[src/rtl/arb_pkg.sv]
// Shared types, sizes and the next-owner search for the round-robin arbiter.
package arb_pkg;

  typedef enum logic {IDLE, BUSY} arb_state_t;

  localparam int N_REQ = 4;
  localparam int IDX_W = 2;
  localparam int CNT_W = 8;

  typedef struct packed {
    logic             found;
    logic [IDX_W-1:0] idx;
  } pick_t;

  // Scan last_idx+1 .. last_idx+4 (mod 4); descending loop so the earliest hit wins.
  function automatic pick_t next_owner(input logic [N_REQ-1:0] req,
                                       input logic [IDX_W-1:0] last_idx,
                                       input logic             exclude_owner);
    pick_t            res;
    logic [IDX_W-1:0] cand;
    res = '0;
    for (int d = N_REQ; d >= 1; d--) begin
      cand = last_idx + IDX_W'(d);
      if (req[cand] && !(exclude_owner && (cand == last_idx))) begin
        res.found = 1'b1;
        res.idx   = cand;
      end
    end
    return res;
  endfunction

endpackage

[src/rtl/decoder2_4.sv]
// 2-to-4 one-hot decoder with an output enable.
module decoder2_4 (
  input  logic       en_i,
  input  logic [1:0] idx_i,
  output logic [3:0] onehot_o
);

  assign onehot_o = en_i ? (4'b0001 << idx_i) : 4'b0000;

endmodule

[src/rtl/rr_arbiter4.sv]
// Four-requester round-robin arbiter with a per-owner hold limit under contention.
module rr_arbiter4
  import arb_pkg::*;
#(
  parameter int MAX_HOLD = 8
) (
  input  logic       clk,
  input  logic       reset_n,
  input  logic [3:0] req,
  output logic [3:0] gnt,
  output logic [1:0] gnt_idx,
  output logic       gnt_valid
);

  localparam logic [CNT_W-1:0] HOLD_MAX = CNT_W'(MAX_HOLD);

  arb_state_t       state_q, state_d;
  logic [IDX_W-1:0] gnt_idx_q, gnt_idx_d;
  logic [IDX_W-1:0] last_idx_q, last_idx_d;
  logic [CNT_W-1:0] hold_cnt_q, hold_cnt_d;
  pick_t            pick;
  logic             take;

  always_ff @(posedge clk or negedge reset_n) begin
    if (!reset_n) begin
      state_q    <= IDLE;
      gnt_idx_q  <= '0;
      last_idx_q <= 2'd3;
      hold_cnt_q <= '0;
    end else begin
      state_q    <= state_d;
      gnt_idx_q  <= gnt_idx_d;
      last_idx_q <= last_idx_d;
      hold_cnt_q <= hold_cnt_d;
    end
  end

  // In BUSY last_idx equals the owner, so excluding it makes pick.found mean "someone else waits".
  always_comb begin
    state_d    = state_q;
    gnt_idx_d  = gnt_idx_q;
    last_idx_d = last_idx_q;
    hold_cnt_d = hold_cnt_q;
    take       = 1'b0;
    pick       = next_owner(req, last_idx_q, state_q == BUSY);

    case (state_q)
      IDLE: begin
        if (pick.found) take = 1'b1;
      end
      BUSY: begin
        if (!req[gnt_idx_q]) begin
          if (pick.found) begin
            take = 1'b1;
          end else begin
            state_d    = IDLE;
            gnt_idx_d  = '0;
            hold_cnt_d = '0;
          end
        end else if (pick.found && (hold_cnt_q >= HOLD_MAX)) begin
          take = 1'b1;
        end else if (hold_cnt_q < HOLD_MAX) begin
          hold_cnt_d = hold_cnt_q + CNT_W'(1);
        end
      end
      default: state_d = IDLE;
    endcase

    if (take) begin
      state_d    = BUSY;
      gnt_idx_d  = pick.idx;
      last_idx_d = pick.idx;
      hold_cnt_d = CNT_W'(1);
    end
  end

  assign gnt_valid = (state_q == BUSY);
  assign gnt_idx   = gnt_idx_q;

  decoder2_4 u_dec (
    .en_i     (gnt_valid),
    .idx_i    (gnt_idx_q),
    .onehot_o (gnt)
  );

endmodule

[config.mk]
export PLATFORM = sky130hd
export DESIGN_NAME = rr_arbiter4
export DESIGN_NICKNAME = d
export VERILOG_FILES = /design/src/rtl/arb_pkg.sv /design/src/rtl/decoder2_4.sv /design/src/rtl/rr_arbiter4.sv
export SDC_FILE = /design/constraint.sdc
export NUM_CORES = 1
export LEC_CHECK = 0
export ABC_AREA = 1
export BUFFER_PORTS_ARGS = -buffer_cell sky130_fd_sc_hd__buf_4
export CAP_MARGIN = 20
export CORE_UTILIZATION = 40
export CTS_CLUSTER_DIAMETER = 100
export DETAILED_ROUTE_END_ITERATION = 8
export PLACE_DENSITY = 0.6
export RECOVER_POWER = 25
export SLEW_MARGIN = 20
export SYNTH_ARGS = -nofsm -noshare
export SYNTH_HDL_FRONTEND = slang
export SYNTH_SLANG_ARGS = --single-unit
[constraint.sdc]
create_clock -name clk -period 1.75 [get_ports clk]
set_input_delay 0.0875 -clock clk [delete_from_list [all_inputs] [get_ports clk]]
set_output_delay 0.0875 -clock clk [all_outputs]
set_load 0.03 [all_outputs]
== Yosys cells after proc, flatten, opt, wreduce, memory -nomap -nowiden ==
Index checks and enable logic that the tools add are counted.

* Add/sub/neg operators: 4
* Bitwise operators: 1
* Reduce and logical (&&, ||, !) cells: 15
* Shift operators: 1
* Eq/ne operators: 8
* Magnitude comparators: 7
* Mux-type cells: 32

{| class="wikitable"
|+ Operators with widths
! kind !! count
|-
| $mux 8 || 6
|-
| $lt 2x3->1 const B || 5
|-
| $mux 3 || 4
|-
| $mux 1 || 11
|-
| $bmux 1 s2 || 5
|-
| $add 8x1->8 const B || 1
|-
| $ge 8x4->1 const B || 1
|-
| $logic_and 1x1->1 || 8
|-
| $lt 8x4->1 const B || 1
|-
| $mux 2 || 4
|-
| $eq 2x2->1 || 3
|-
| $add 2x2->2 const B || 2
|-
| $logic_not 1->1 || 4
|-
| $mux 4 || 1
|-
| $reduce_and 4->1 || 1
|-
| $shl 1x2->4 const A || 1
|-
| $ne 3x1->1 const B || 1
|-
| $ne 3x2->1 const B || 1
|-
| $ne 3x3->1 const B || 1
|-
| $reduce_and 3->1 || 1
|-
| $add 2x1->2 const B || 1
|-
| $ne 2x1->1 const B || 1
|-
| $ne 2x2->1 const B || 1
|-
| $pmux 1 s2 || 1
|-
| other kinds (2) || 2
|}

* Register bits: 13
* Output and inout bits: 7
* Word-level logic and storage cells: 72
* Input port bits: 6

== Logic depth before layout (Yosys ltp) ==
* Depth after elaboration: 14
* Mapped depth: 12
* Mapped depth without buffers: 11

== Cells and area by module ==
Synthesis repeated with hierarchy kept, for this count alone.

* Cells, all modules: 139
* Area total of the unflattened synthesis: 970.9 um2

{| class="wikitable"
|+ Modules (own cells, without submodules)
! module !! cells each !! area each (um2) !! instances !! sequential area each (um2)
|-
| rr_arbiter4 || 131 || 940.9 || 1 || 327.8
|-
| decoder2_4 || 8 || 30.0 || 1 || 0.0
|}

== Worst setup path before layout ==
OpenSTA, ideal clock, no wires.

* Path type: register to register
* From: register gnt_idx_q[0], in the netlist gnt_idx[0]
* To: register hold_cnt_q[2]
* Slack: 0.226 ns
* Arrival time: 1.406 ns
* Library setup time: 0.118 ns
* Data required time: 1.632 ns
* Clock period less this slack: 1.524 ns
* Cell stages (with the launch flop): 11
* Path buffers: 0
* Path through: dfrtp_1 > inv_1 > nand2_1 > nand2_1 > nand2_1 > nand2_2 > nand3_2 > nand2_8 > nand3_1 > nand3_1 > nand2_1

* Longest elaborated chain between the ends: 6
* Elaborated cells on any way between the ends: 12
* Those cells by class: 3 x eq/ne; 7 x mux; 2 x reduce/logical

{| class="wikitable"
|+ RTL lines
! item !! RTL line !! source
|-
| from (decl) || rr_arbiter4.sv:18 || <nowiki>logic [IDX_W-1:0] gnt_idx_q, gnt_idx_d;</nowiki>
|-
| from (signal assigned) || rr_arbiter4.sv:32 || <nowiki>gnt_idx_q <= gnt_idx_d;</nowiki>
|-
| $bmux 1 s2 (*) || rr_arbiter4.sv:52 || <nowiki>if (!req[gnt_idx_q]) begin</nowiki>
|-
| $mux 1 (not written as such) (*) || rr_arbiter4.sv:52 ||
|-
| $mux 1 || rr_arbiter4.sv:52 ||
|-
| $pmux 1 s2 || rr_arbiter4.sv:47 || <nowiki>case (state_q)</nowiki>
|-
| $ne 3x2->1 (no line), or another cell as far along || n/a ||
|-
| $reduce_and 4->1 (no line) || n/a ||
|-
| to (signal assigned) || rr_arbiter4.sv:34 || <nowiki>hold_cnt_q <= hold_cnt_d;</nowiki>
|-
| to (decl) || rr_arbiter4.sv:20 || <nowiki>logic [CNT_W-1:0] hold_cnt_q, hold_cnt_d;</nowiki>
|}

Every way passes the cells marked *; elsewhere a longest branch is shown, timed or not. The select of a mux whose other input is x is not followed.
A chain may end at the register's enable or synchronous reset.

== Worst setup path in the final report ==
* From: register last_idx_q[0]
* To: register hold_cnt_q[0]

* Longest elaborated chain between the ends: 14
* Elaborated cells on any way between the ends: 39
* Those cells by class: 3 x add/sub; 6 x eq/ne; 17 x mux; 13 x reduce/logical

{| class="wikitable"
|+ RTL lines
! item !! RTL line !! source
|-
| from (decl) || rr_arbiter4.sv:19 || <nowiki>logic [IDX_W-1:0] last_idx_q, last_idx_d;</nowiki>
|-
| from (signal assigned) || rr_arbiter4.sv:33 || <nowiki>last_idx_q <= last_idx_d;</nowiki>
|-
| $add 2x2->2 || arb_pkg.sv:23 || <nowiki>cand = last_idx + IDX_W'(d);</nowiki>
|-
| $eq 2x2->1 || arb_pkg.sv:24 || <nowiki>if (req[cand] && !(exclude_owner && (cand == last_idx))) begin</nowiki>
|-
| $logic_and 1x1->1 || arb_pkg.sv:24 ||
|-
| $logic_not 1->1 || arb_pkg.sv:24 ||
|-
| $logic_and 1x1->1 || arb_pkg.sv:24 ||
|-
| $mux 3 (2 in series) || arb_pkg.sv:24 ||
|-
| $mux 3 (*) || arb_pkg.sv:24 ||
|-
| $logic_and 1x1->1 || rr_arbiter4.sv:60 || <nowiki>end else if (pick.found && (hold_cnt_q >= HOLD_MAX)) begin</nowiki>
|-
| $mux 1 || rr_arbiter4.sv:60 ||
|-
| $mux 1 || rr_arbiter4.sv:52 ||
|-
| $pmux 1 s2 || rr_arbiter4.sv:47 ||
|-
| $ne 3x2->1 (no line), or another cell as far along || n/a ||
|-
| $reduce_and 4->1 (no line) || n/a ||
|}

Marked as above.

==> results by group <==
Clock tree
  – CTS tree: done
  – Num CTS Buffers: 3
  – Worst-Skew Late Latency: 0.27 ns
  – H-tree Lvls: 1
  – Clk root buf: clkbuf_4
  – CTS max path bufs: 2
  – Reg clk slew, reported paths: 0.08 ns
  – # clock sinks: 13

Yosys
  – Post-synthesis async set-or-reset flop share: 1.00
  – Syn Nets: 138
  – Register area share after synthesis: 0.330
  – Yosys cell types: 25
  – Synth cell count leaders: nand2_1, inv_1, nand3_1
  – Main area contributors after synthesis: dfrtp_1, nand2_1, nand2_4, nand3_1, inv_1
  – Synth top area share: 0.277
  – Number of synthesized flops with an enable pin: 0
  – Number of synthesized register bits: 13
  – Yosys warns: 0
  – Avg Inst Size Synth: 7.63 um2
  – Gate Count Post-Synth: 130
  – Most used DFF post-synth: dfrtp_1
  – Yosys top cell by area: dfrtp_1
  – Count leader, synth: nand2_1
  – Syn Std Cell Area: 992 um2

Run
  – # Max-Cap Violations: 0

Setup path
  – WP data required: 1.91 ns
  – Worst-path fanout max: 10
  – R2R Path End: hold_cnt_q[0]$_DFFE_PN0P_
  – Crit path kind: reg2reg
  – Max stage delay cell, worst path: dfstp_2
  – CP Cell Sequence: inv_4 -> nand2_4 -> nand2_2 -> nand2_4 -> nand2_4 -> nor2_8 -> nand2_4 -> nand2_8 -> nand3_1 -> nand3_1 -> nand2_1
  – CP top delay family: simple AND/OR/NAND/NOR gates
  – Reg2reg setup slack: 0.12 ns
  – CP dominant cell by count: nand2_4
  – Endpoint class of the critical path: flop
  – Reg2reg start: last_idx_q[0]$_DFFE_PN1P_
  – Worst reg2reg path depth: 11
  – Startpoint types: flop
  – CP bufs+invs: 1
  – CP max stage delay: 0.65 ns
  – CP arrival: 1.80 ns

Global route
  – Grt ovf: 0
  – First-pass GRT wire length: 3.36 mm
  – Total GRT Usage: 0.172
  – Pin count of the biggest net entering global routing: 14
  – Initial antenna violation count: 0
  – Vias in the first global route: 743

Timing
  – Clock Skew: 0.00237 ns
  – Final Setup Violations: 0
  – FMAX: 612 MHz
  – Period utilization: 0.934
  – Final Critical Period: 1.63 ns
  – Final-report max-slew violation count: 0
  – Least-Margin Pin Slew: 0.740 ns
  – Hold_ws: 0.309 ns
  – Count of final hold-check violations: 0
  – Max transition margin: 0.507
  – RSZ-0062 raised after global routing: true

Placed design
  – Final HPWL DP: 1.63 mm
  – Routability Congestion: 0.835
  – Cell Count Post-Placement: 169
  – PortBufs: 12

Min path
  – Hold_sp: req[1]
  – WHS Endpoint: last_idx_q[1]$_DFFE_PN1P_
  – Hold crit path type: in2reg
  – Worst hold path depth: 6

Floorplan
  – Initial cell density of the core: 0.436
  – IO Count: 13
  – Die height: 51.8 um
  – Die Wd: 51.8 um
  – Die area: 2680 um2
  – Core area: 2280 um2
  – Rows: 17

Routing
  – First-pass DRT Iterations: 4
  – DRT antenna net count: 0
  – Routed via count: 848
  – DRC violation count after routing: 0
  – Via density per instance: 4.85
  – Wire length per cell: 11.5 um
  – Iter 0 DRT Violations: 15
  – Post-Route WL: 2.01 mm

Cells and area
  – # diodes: 0
  – Layout Cells excl Fill: 175
  – Area grow syn2layout: 15.5%
  – Nets: 156
  – Layout cells sized above 1: 0.306

Power
  – Leakage: 0.593 nW
  – PwrDens: 1890 nW/um2
  – Total power: 2.16 mW
  – VDD IR-drop max: 0.00118 V

Outcome
  – Status: finished, final reports clean
-- metrics by stage --
stage               instance area [um2]  TNS [ns]   util  setup slack, ns
floorplan                           992         0      -            0.226
global placement                   1110         0  0.486            0.158
detailed placement                 1110         0  0.486            0.107
CTS                                1140         0  0.502           0.0955
global route                       1150  -0.00789  0.504         -0.00789
finish                             1150         0  0.504            0.116
-- layout by cell type (no fill, tap or decap), drive strengths merged, types with 4 or more instances in the layout --
master and n:
nor3 4, nand2 46, nand3 19, o21ai 6, dfrtp 11, clkbuf 5, nor2 8, nand4 4
buf 12, inv 23
-- cells by family after synthesis --
family / count (synthesis) / share of synthesized area
flops: 13 / 0.330
buf+inv: 24 / 0.101
simple gates: 81 / 0.474
compound gates: 8 / 0.0517
fa+ha+maj: 2 / 0.0252
xor+xnor: 2 / 0.0177
-- layer usage --
metal / global-route usage / vias to the layer above / wire length [um] / part of all wire
li1: - / 443 / - / -
met1: 0.261 / 388 / 1090 / 0.54
met2: 0.247 / 13 / 839 / 0.42
met3: 0.0175 / 4 / 59 / 0.029
met4: 0.0676 / 0 / 23 / 0.011
met5: 0 / - / 0 / 0
-- final cells by class --
type / count / area, um2
repair buffers: 14 / 104
inverters: 23 / 88.8
flip-flops and latches: 13 / 328
well taps: 28 / 35.0
clock buffers: 4 / 26.3
multi-input cells: 93 / 564
fillers: 223 / 1130
-- report_power, final --
| group | switching, mW | internal, mW | total (mW) |
|---|---|---|---|
| registers | 0.121 | 0.404 | 0.525 |
| clock network | 0.0946 | 0.0883 | 0.183 |
| logic | 0.958 | 0.495 | 1.45 |
-- how the worst max path moves through the flow --
stage / slack (ns) / end / cells past startpoint / startpoint
floorplan: 0.23 / hold_cnt_q[2]$_DFFE_PN0P_ / 10 / gnt_idx[0]$_DFFE_PN0P_
global placement: 0.16 / hold_cnt_q[0]$_DFFE_PN0P_ / 11 / last_idx_q[0]$_DFFE_PN1P_
detailed placement: 0.11 / gnt_idx[0]$_DFFE_PN0P_ / 11 / last_idx_q[0]$_DFFE_PN1P_
CTS: 0.1 / gnt_idx[0]$_DFFE_PN0P_ / 11 / last_idx_q[0]$_DFFE_PN1P_
global route: -0.008 / hold_cnt_q[4]$_DFFE_PN0P_ / 8 / last_idx_q[0]$_DFFE_PN1P_
finish: 0.12 / hold_cnt_q[0]$_DFFE_PN0P_ / 11 / last_idx_q[0]$_DFFE_PN1P_
-- flip-flops by register name, summed over array words and instances, names as in the netlist --
register / count
hold_cnt_q: 8
gnt_idx: 2
last_idx_q: 2
gnt_valid: 1
-- repair_timing --
action,in CTS,in global routing
hold buffers,1,0
hold endpoints to repair,13,0
setup endpoints to repair,0,6
gates resized for setup,0,0
buffers inserted,0,1
-- worst min-delay path: cells and delay by family --
kind / cells / cell delay, ns
AO/OA/AOI/OAI: 2 / 0.13
buffers and inverters: 2 / 0.16
AND/OR/NAND/NOR: 2 / 0.21
(Power assumes the default switching activity.)
